$ cat src/rtl/fft_ctrl_pkg.sv
// fft_ctrl_pkg: shared frame-capture constants and controller state encoding
package fft_ctrl_pkg;
  localparam int FFT_N = 16;
  localparam int SAMPLE_W = 8;
  typedef enum logic [1:0] {IDLE, FILL, FLUSH, FULL} frame_state_t;
endpackage

$ cat src/rtl/sat_counter.sv
// sat_counter: up-counter that holds at all-ones, cleared only by reset
module sat_counter #(
  parameter int W = 8
) (
  input  logic         clk,
  input  logic         rst,
  input  logic         en,
  output logic [W-1:0] count
);
  always_ff @(posedge clk or posedge rst)
    if (rst) count <= '0;
    else if (en && count != '1) count <= count + 1'b1;
endmodule

$ cat src/rtl/shift_frame_ctrl.sv
// shift_frame_ctrl: sequences sample shifts into the FFT input register and
// freezes the captured frame until the FFT acknowledges it
module shift_frame_ctrl
  import fft_ctrl_pkg::*;
#(
  parameter int N  = FFT_N,
  parameter int W  = SAMPLE_W,
  parameter int CW = 5
) (
  input  logic          clk,
  input  logic          rst,
  input  logic          start,
  input  logic          continuous,
  input  logic          abort,
  input  logic [W-1:0]  sample_in,
  input  logic          sample_valid,
  output logic          sample_ready,
  output logic          sr_en,
  output logic [W-1:0]  sr_data,
  output logic          frame_valid,
  input  logic          frame_ack,
  output logic [CW-1:0] fill_count,
  output logic [7:0]    drop_count,
  output logic          busy
);
  frame_state_t state, state_nx;
  logic accept, frozen, clear_fill;
  assign sample_ready = state == FILL;
  assign busy         = state != IDLE;
  assign accept       = sample_valid & sample_ready;
  assign frozen       = state == FLUSH || state == FULL;
  assign clear_fill   = abort || (state == IDLE && start) || (state == FULL && frame_ack && continuous);
  always_comb begin
    state_nx = state;
    unique case (state)
      IDLE:  state_nx = start ? FILL : IDLE;
      FILL:  state_nx = (accept && fill_count == CW'(N - 1)) ? FLUSH : FILL;
      FLUSH: state_nx = FULL;
      FULL:  state_nx = frame_ack ? (continuous ? FILL : IDLE) : FULL;
      default: state_nx = IDLE;
    endcase
    if (abort) state_nx = IDLE;
  end
  always_ff @(posedge clk or posedge rst)
    if (rst) begin
      state       <= IDLE;
      frame_valid <= 1'b0;
      sr_en       <= 1'b0;
      sr_data     <= '0;
      fill_count  <= '0;
    end else begin
      state       <= state_nx;
      frame_valid <= state_nx == FULL;
      sr_en       <= accept & ~abort;
      if (accept) sr_data <= sample_in;
      if (clear_fill) fill_count <= '0;
      else if (accept) fill_count <= fill_count + 1'b1;
    end
  // samples offered while frozen are lost; the abort edge leaves the count untouched
  sat_counter #(.W(8)) u_drop (
    .clk  (clk),
    .rst  (rst),
    .en   (sample_valid & frozen & ~abort),
    .count(drop_count)
  );
endmodule

$ cat config.mk
export PLATFORM = sky130hd
export DESIGN_NAME = shift_frame_ctrl
export DESIGN_NICKNAME = d
export VERILOG_FILES = /design/src/rtl/fft_ctrl_pkg.sv /design/src/rtl/sat_counter.sv /design/src/rtl/shift_frame_ctrl.sv
export SDC_FILE = /design/constraint.sdc
export NUM_CORES = 1
export LEC_CHECK = 0
export ABC_AREA = 1
export BUFFER_PORTS_ARGS = -buffer_cell sky130_fd_sc_hd__buf_2
export CAP_MARGIN = 20
export CORE_ASPECT_RATIO = 1.2
export CORE_UTILIZATION = 35
export CTS_CLUSTER_SIZE = 28
export DETAILED_ROUTE_END_ITERATION = 10
export PLACE_DENSITY_LB_ADDON = 0.12
export SYNTH_ARGS = -nofsm -noshare
export SYNTH_HDL_FRONTEND = slang
export SYNTH_SLANG_ARGS = --single-unit
export TNS_END_PERCENT = 5
$ cat constraint.sdc
create_clock -name clk -period 3.63 [get_ports clk]
set_input_delay 0.5445 -clock clk [delete_from_list [all_inputs] [get_ports clk]]
set_output_delay 0.5445 -clock clk [all_outputs]
set_load 0.01 [all_outputs]
Word-level counts from Yosys, hierarchy flattened

Cells that the tools add are included.

Equality and inequality tests: 6
Bitwise gates (word level): 5
Multiplexer cells: 8
Reductions and logical operators: 11
$add $sub $neg: 2

Operators by type and width:

| kind                                                             | count |
|---|---|
| 5-bit 2-to-1 mux                                                 | 2 |
| 8-bit by 1-bit adder with 8-bit output (second input constant)   | 1 |
| 8-bit inequality test (second input constant)                    | 1 |
| 2-bit case mux with 4 select lines                               | 1 |
| 2-bit == test (second input constant)                            | 3 |
| 2-bit 2-to-1 mux                                                 | 3 |
| 5-bit by 1-bit adder with 5-bit output (second input constant)   | 1 |
| 5-bit by 4-bit == test with 1-bit output (second input constant) | 1 |
| 1-bit logical AND                                                | 5 |
| 1-bit bitwise AND                                                | 4 |
| 2-bit nonzero test                                               | 2 |
| 1-bit logical OR                                                 | 3 |
| 2-bit by 1-bit == test with 1-bit output (second input constant) | 1 |
| 2-bit zero test                                                  | 1 |
| 1-bit 2-to-1 mux                                                 | 2 |
| 1-bit NOT                                                        | 1 |

Bits in registers: 25
Output and inout port bits: 25
Bits of input ports: 15

Longest topological paths before layout

Word-level depth: 7
Mapped depth: 8

Cells and area by module

A second synthesis with hierarchy kept.

Cell total of the unflattened synthesis: 164
Area, all modules: 1302.5 um^2

Modules (own cells, without submodules):

| module           | cells each | seq. area each (um^2) | area each (um^2) | instances |
|---|---|---|---|---|
| shift_frame_ctrl | 101        | 425.4                 | 829.5            | 1 |
| sat_counter      | 63         | 200.2                 | 473.0            | 1 |

Worst setup path after synthesis

Ideal clock, no wire load.

Path type: register to register
Start: register fill_count[0]
End: register fill_count[4]
Required time: 3567 ps
Path slack: 2356 ps
Data arrival time: 1212 ps
Period minus slack after synthesis: 1274 ps
Cell stages (with the launch flop): 8
Cells stage by stage: dfrtp_1 ha_1 inv_1 nor2_1 ha_1 o21ai_1 nand2_1 inv_1

Longest elaborated chain between the ends: 3

RTL lines:

| element                                | RTL line               | source |
|---|---|---|
| start, declared                        | shift_frame_ctrl.sv:22 | `output logic [CW-1:0] fill_count,` |
| start signal, assigned                 | shift_frame_ctrl.sv:57 | `else if (accept) fill_count <= fill_count + 1'b1;` |
| 5-bit by 1-bit adder with 5-bit output | shift_frame_ctrl.sv:57 |  |
| 5-bit 2-to-1 mux                       | shift_frame_ctrl.sv:57 |  |
| 5-bit 2-to-1 mux                       | shift_frame_ctrl.sv:56 | `if (clear_fill) fill_count <= '0;` |

Every way passes these cells. The select of a mux whose other input is x is not followed.
A chain may end at the register's enable or synchronous reset.

Final worst setup path

Start: register state[1]
End: output port sample_ready

Longest elaborated chain between the ends: 1

RTL lines:

| element                                  | RTL line               | source |
|---|---|---|
| start, declared                          | shift_frame_ctrl.sv:26 | `frame_state_t state, state_nx;` |
| start signal, assigned                   | shift_frame_ctrl.sv:52 | `state <= state_nx;` |
| 2-bit by 1-bit == test with 1-bit output | shift_frame_ctrl.sv:28 | `assign sample_ready = state == FILL;` |
| end, declared                            | shift_frame_ctrl.sv:17 | `output logic sample_ready,` |

Every way passes these cells.

==> run summary <==
clock sinks = 25
WL per Instance = 9.93 µm
mapped cell area = 1330 µm²
Max VDD drop = 0.209 mV
Nets = 222
gr ovfl total = 0
synthesized instance count = 162
Crit path max-delay family = flip-flops
worst slew pin tran = 0.894 ns
busiest grt layer = met2
Leakage = 0.895 nW
ratio of cells with drive above 1 in the final layout = 0.276
final hold violation count = 0
CTS tree = done
Reg2Reg Capture Point = u_drop.count[4]$_DFFE_PP0P_
drt total wl = 2530 µm
Synth cell types = 24
Inst Count DP = 251
arrival time worst endpoint = 1.10 ns
Antenna Diode Count = 0
prevailing post-synth register cell = dfrtp_1
Die Height = 69.4 µm
clock period minus final worst setup slack = 1.64 ns
post-synth top area share = 0.472
via count = 1,115
clk buf depth = 2
fmax = 610 MHz
vias per cell = 4.37
Worst EP required = 3.09 ns
dpl cell area = 1570 µm²
met1 Use GR = 0.176
HP Class = in2async
FF-to-FF path depth = 8
final-report setup violation count = 0
initial antenna violation count = 0
met2 usage = 0.252
#FFs+latches synth = 25
status = finished, final reports clean
clk_lat worst skew = 0.26 ns
Async SR Flop Fraction = 1.00
largest cells by area after synthesis = dfrtp_1 47%, nand2_1 14%, inv_1 7.4%
Root Buffer = clkbuf_8
CTS Hold Bufs = 0
beginning of the worst register-to-register path = u_drop.count[1]$_DFFE_PP0P_
number of synthesized flops with an enable pin = 0
die area = 4040 µm²
area grow syn2layout = 22.1%
Worst Setup Path Type = reg2out
Starting DRT DRC Count = 53
Overall Global Routing Usage = 0.140
Finished Layout Cells = 255
DRC = 0
max-capacitance violation count = 0
post-synth net total = 180
RSZ-0062 raised after global routing = false
post-synthesis sequential area ratio = 0.472
CP Max Fanout = 4
HPWL Detailed = 2000 µm
post-cts sizing count = 0
crit-path cells = inv_2, nand2_1, inv_1, buf_2
core area = 3630 µm²
IO Count = 40
fin. max-slew vios = 0
Die X = 58.2 µm
area leader, netlist = dfrtp_1
WHS = 0.465 ns
GR Util met3 = 0.0112
CP startpoint kind = flop
Power Density = 337 nW/µm²
pin count of the biggest net entering global routing = 26
GP Congestion = 0.776
Final ANT Viol Nets = 0
clock transition at the registers of the reported paths = 0.08 ns
IO buf count = 39
Worst path max stage delay = 0.43 ns
post-route cell area = 1620 µm²
initial cell density of the core = 0.365
reg-to-reg slack, setup = 2.28 ns
Setup Buffers After CTS = 0
DR pass1 iterations = 4
Worst slew margin = 0.403
vias in the first global route = 1,093
CP max-delay cell = dfrtp_1
Synth Warn # = 0
first-pass GRT wire length = 4550 µm
CTS Buf Count = 3
Setup TNS = 0 ns
Rows = 24
final worst-path cycle share = 0.452
worst path buffer plus inverter count = 3
Syn Area/Cell = 8.18 µm²
top cells by count, synth = 49 x nand2_1, 26 x inv_1, 25 x dfrtp_1
Critical Path End Type = output pin
clk_skew = 0.00262 ns
H-tree Lvls = 1
most frequent cell after synthesis = nand2_1
[state kept, by name, summed over array words and instances (netlist names)]
signal	cells
fill_count	5
frame_valid	1
sr_data	8
sr_en	1
state	2
u_drop.count	8
[cell usage in the layout, fill, tap and decap left out]
| cell type | instances |
|---|---|
| a21oi_1 | 3 |
| buf_2 | 39 |
| clkbuf_8 | 3 |
| clkinvlp_4 | 1 |
| dfrtp_1 | 25 |
| ha_1 | 3 |
| inv_1 | 26 |
| inv_2 | 1 |
| inv_6 | 1 |
| nand2_1 | 49 |
| nand2_2 | 3 |
| nand2_4 | 1 |
| nand2_8 | 1 |
| nand3_1 | 8 |
| nand3_2 | 1 |
| nand3_4 | 1 |
| nand4_1 | 2 |
| nor2_1 | 14 |
| nor2_4 | 3 |
| nor2_8 | 1 |
| nor3_1 | 1 |
| o21ai_0 | 9 |
| o21ai_1 | 3 |
| xnor2_1 | 2 |
| xor2_1 | 2 |
[logic make-up after synthesis]
kind of cell	share of synthesized area
compound gates	0.0566
xor+xnor	0.0264
fa+ha+maj	0.0283
buf+inv	0.0954
flops	0.472
simple gates	0.321
[power by group]
| group | total (mW) | internal [mW] | switching (mW) |
|---|---|---|---|
| Clock | 0.159 | 0.0774 | 0.0814 |
| Combinational | 0.0770 | 0.0316 | 0.0454 |
| Sequential | 0.310 | 0.298 | 0.0118 |
[per-layer routing]
layer	share of wire	vias to the layer above	wire [µm]
met5	0	-	0
met4	0.0083	0	21
met3	0.025	2	63
met2	0.52	20	1320
met1	0.44	517	1120
li1	-	576	-
[final cells by class]
class	instances	area, µm²
Sequential cell	25	626
Tap cell	52	65.1
Clock buffer	3	41.3
Clock inverter	1	7.51
Timing Repair Buffer	39	195
Fill cell	390	2020
Multi-Input combinational cell	107	573
Inverter	28	110
[how the worst max path moves through the flow]
stage / startpoint / end / slack (ns) / cells past startpoint
6_report: state[1]$_DFF_PP0_ / sample_ready / 1.99 / 4
3_3_place_gp: sample_valid / fill_count[3]$_DFFE_PP0P_ / 2.24 / 6
2_1_floorplan: fill_count[0]$_DFFE_PP0P_ / fill_count[4]$_DFFE_PP0P_ / 2.36 / 7
3_5_place_dp: sample_valid / fill_count[3]$_DFFE_PP0P_ / 2.17 / 6
5_1_grt: state[1]$_DFF_PP0_ / sample_ready / 1.91 / 4
4_1_cts: state[1]$_DFF_PP0_ / sample_ready / 1.98 / 4
[per-stage QoR]
| step | power, mW | utilization | setup slack (ns) |
|---|---|---|---|
| 6_report | 0.546 | 0.445 | 1.99 |
| 5_1_grt | 0.579 | 0.445 | 1.91 |
| 4_1_cts | 0.556 | 0.445 | 1.98 |
| 3_5_place_dp | 0.394 | 0.432 | 2.17 |
| 3_3_place_gp | 0.392 | 0.432 | 2.24 |
| 2_1_floorplan | 0.358 | - | 2.36 |
No activity file was read; power rests on OpenSTA's default activity.
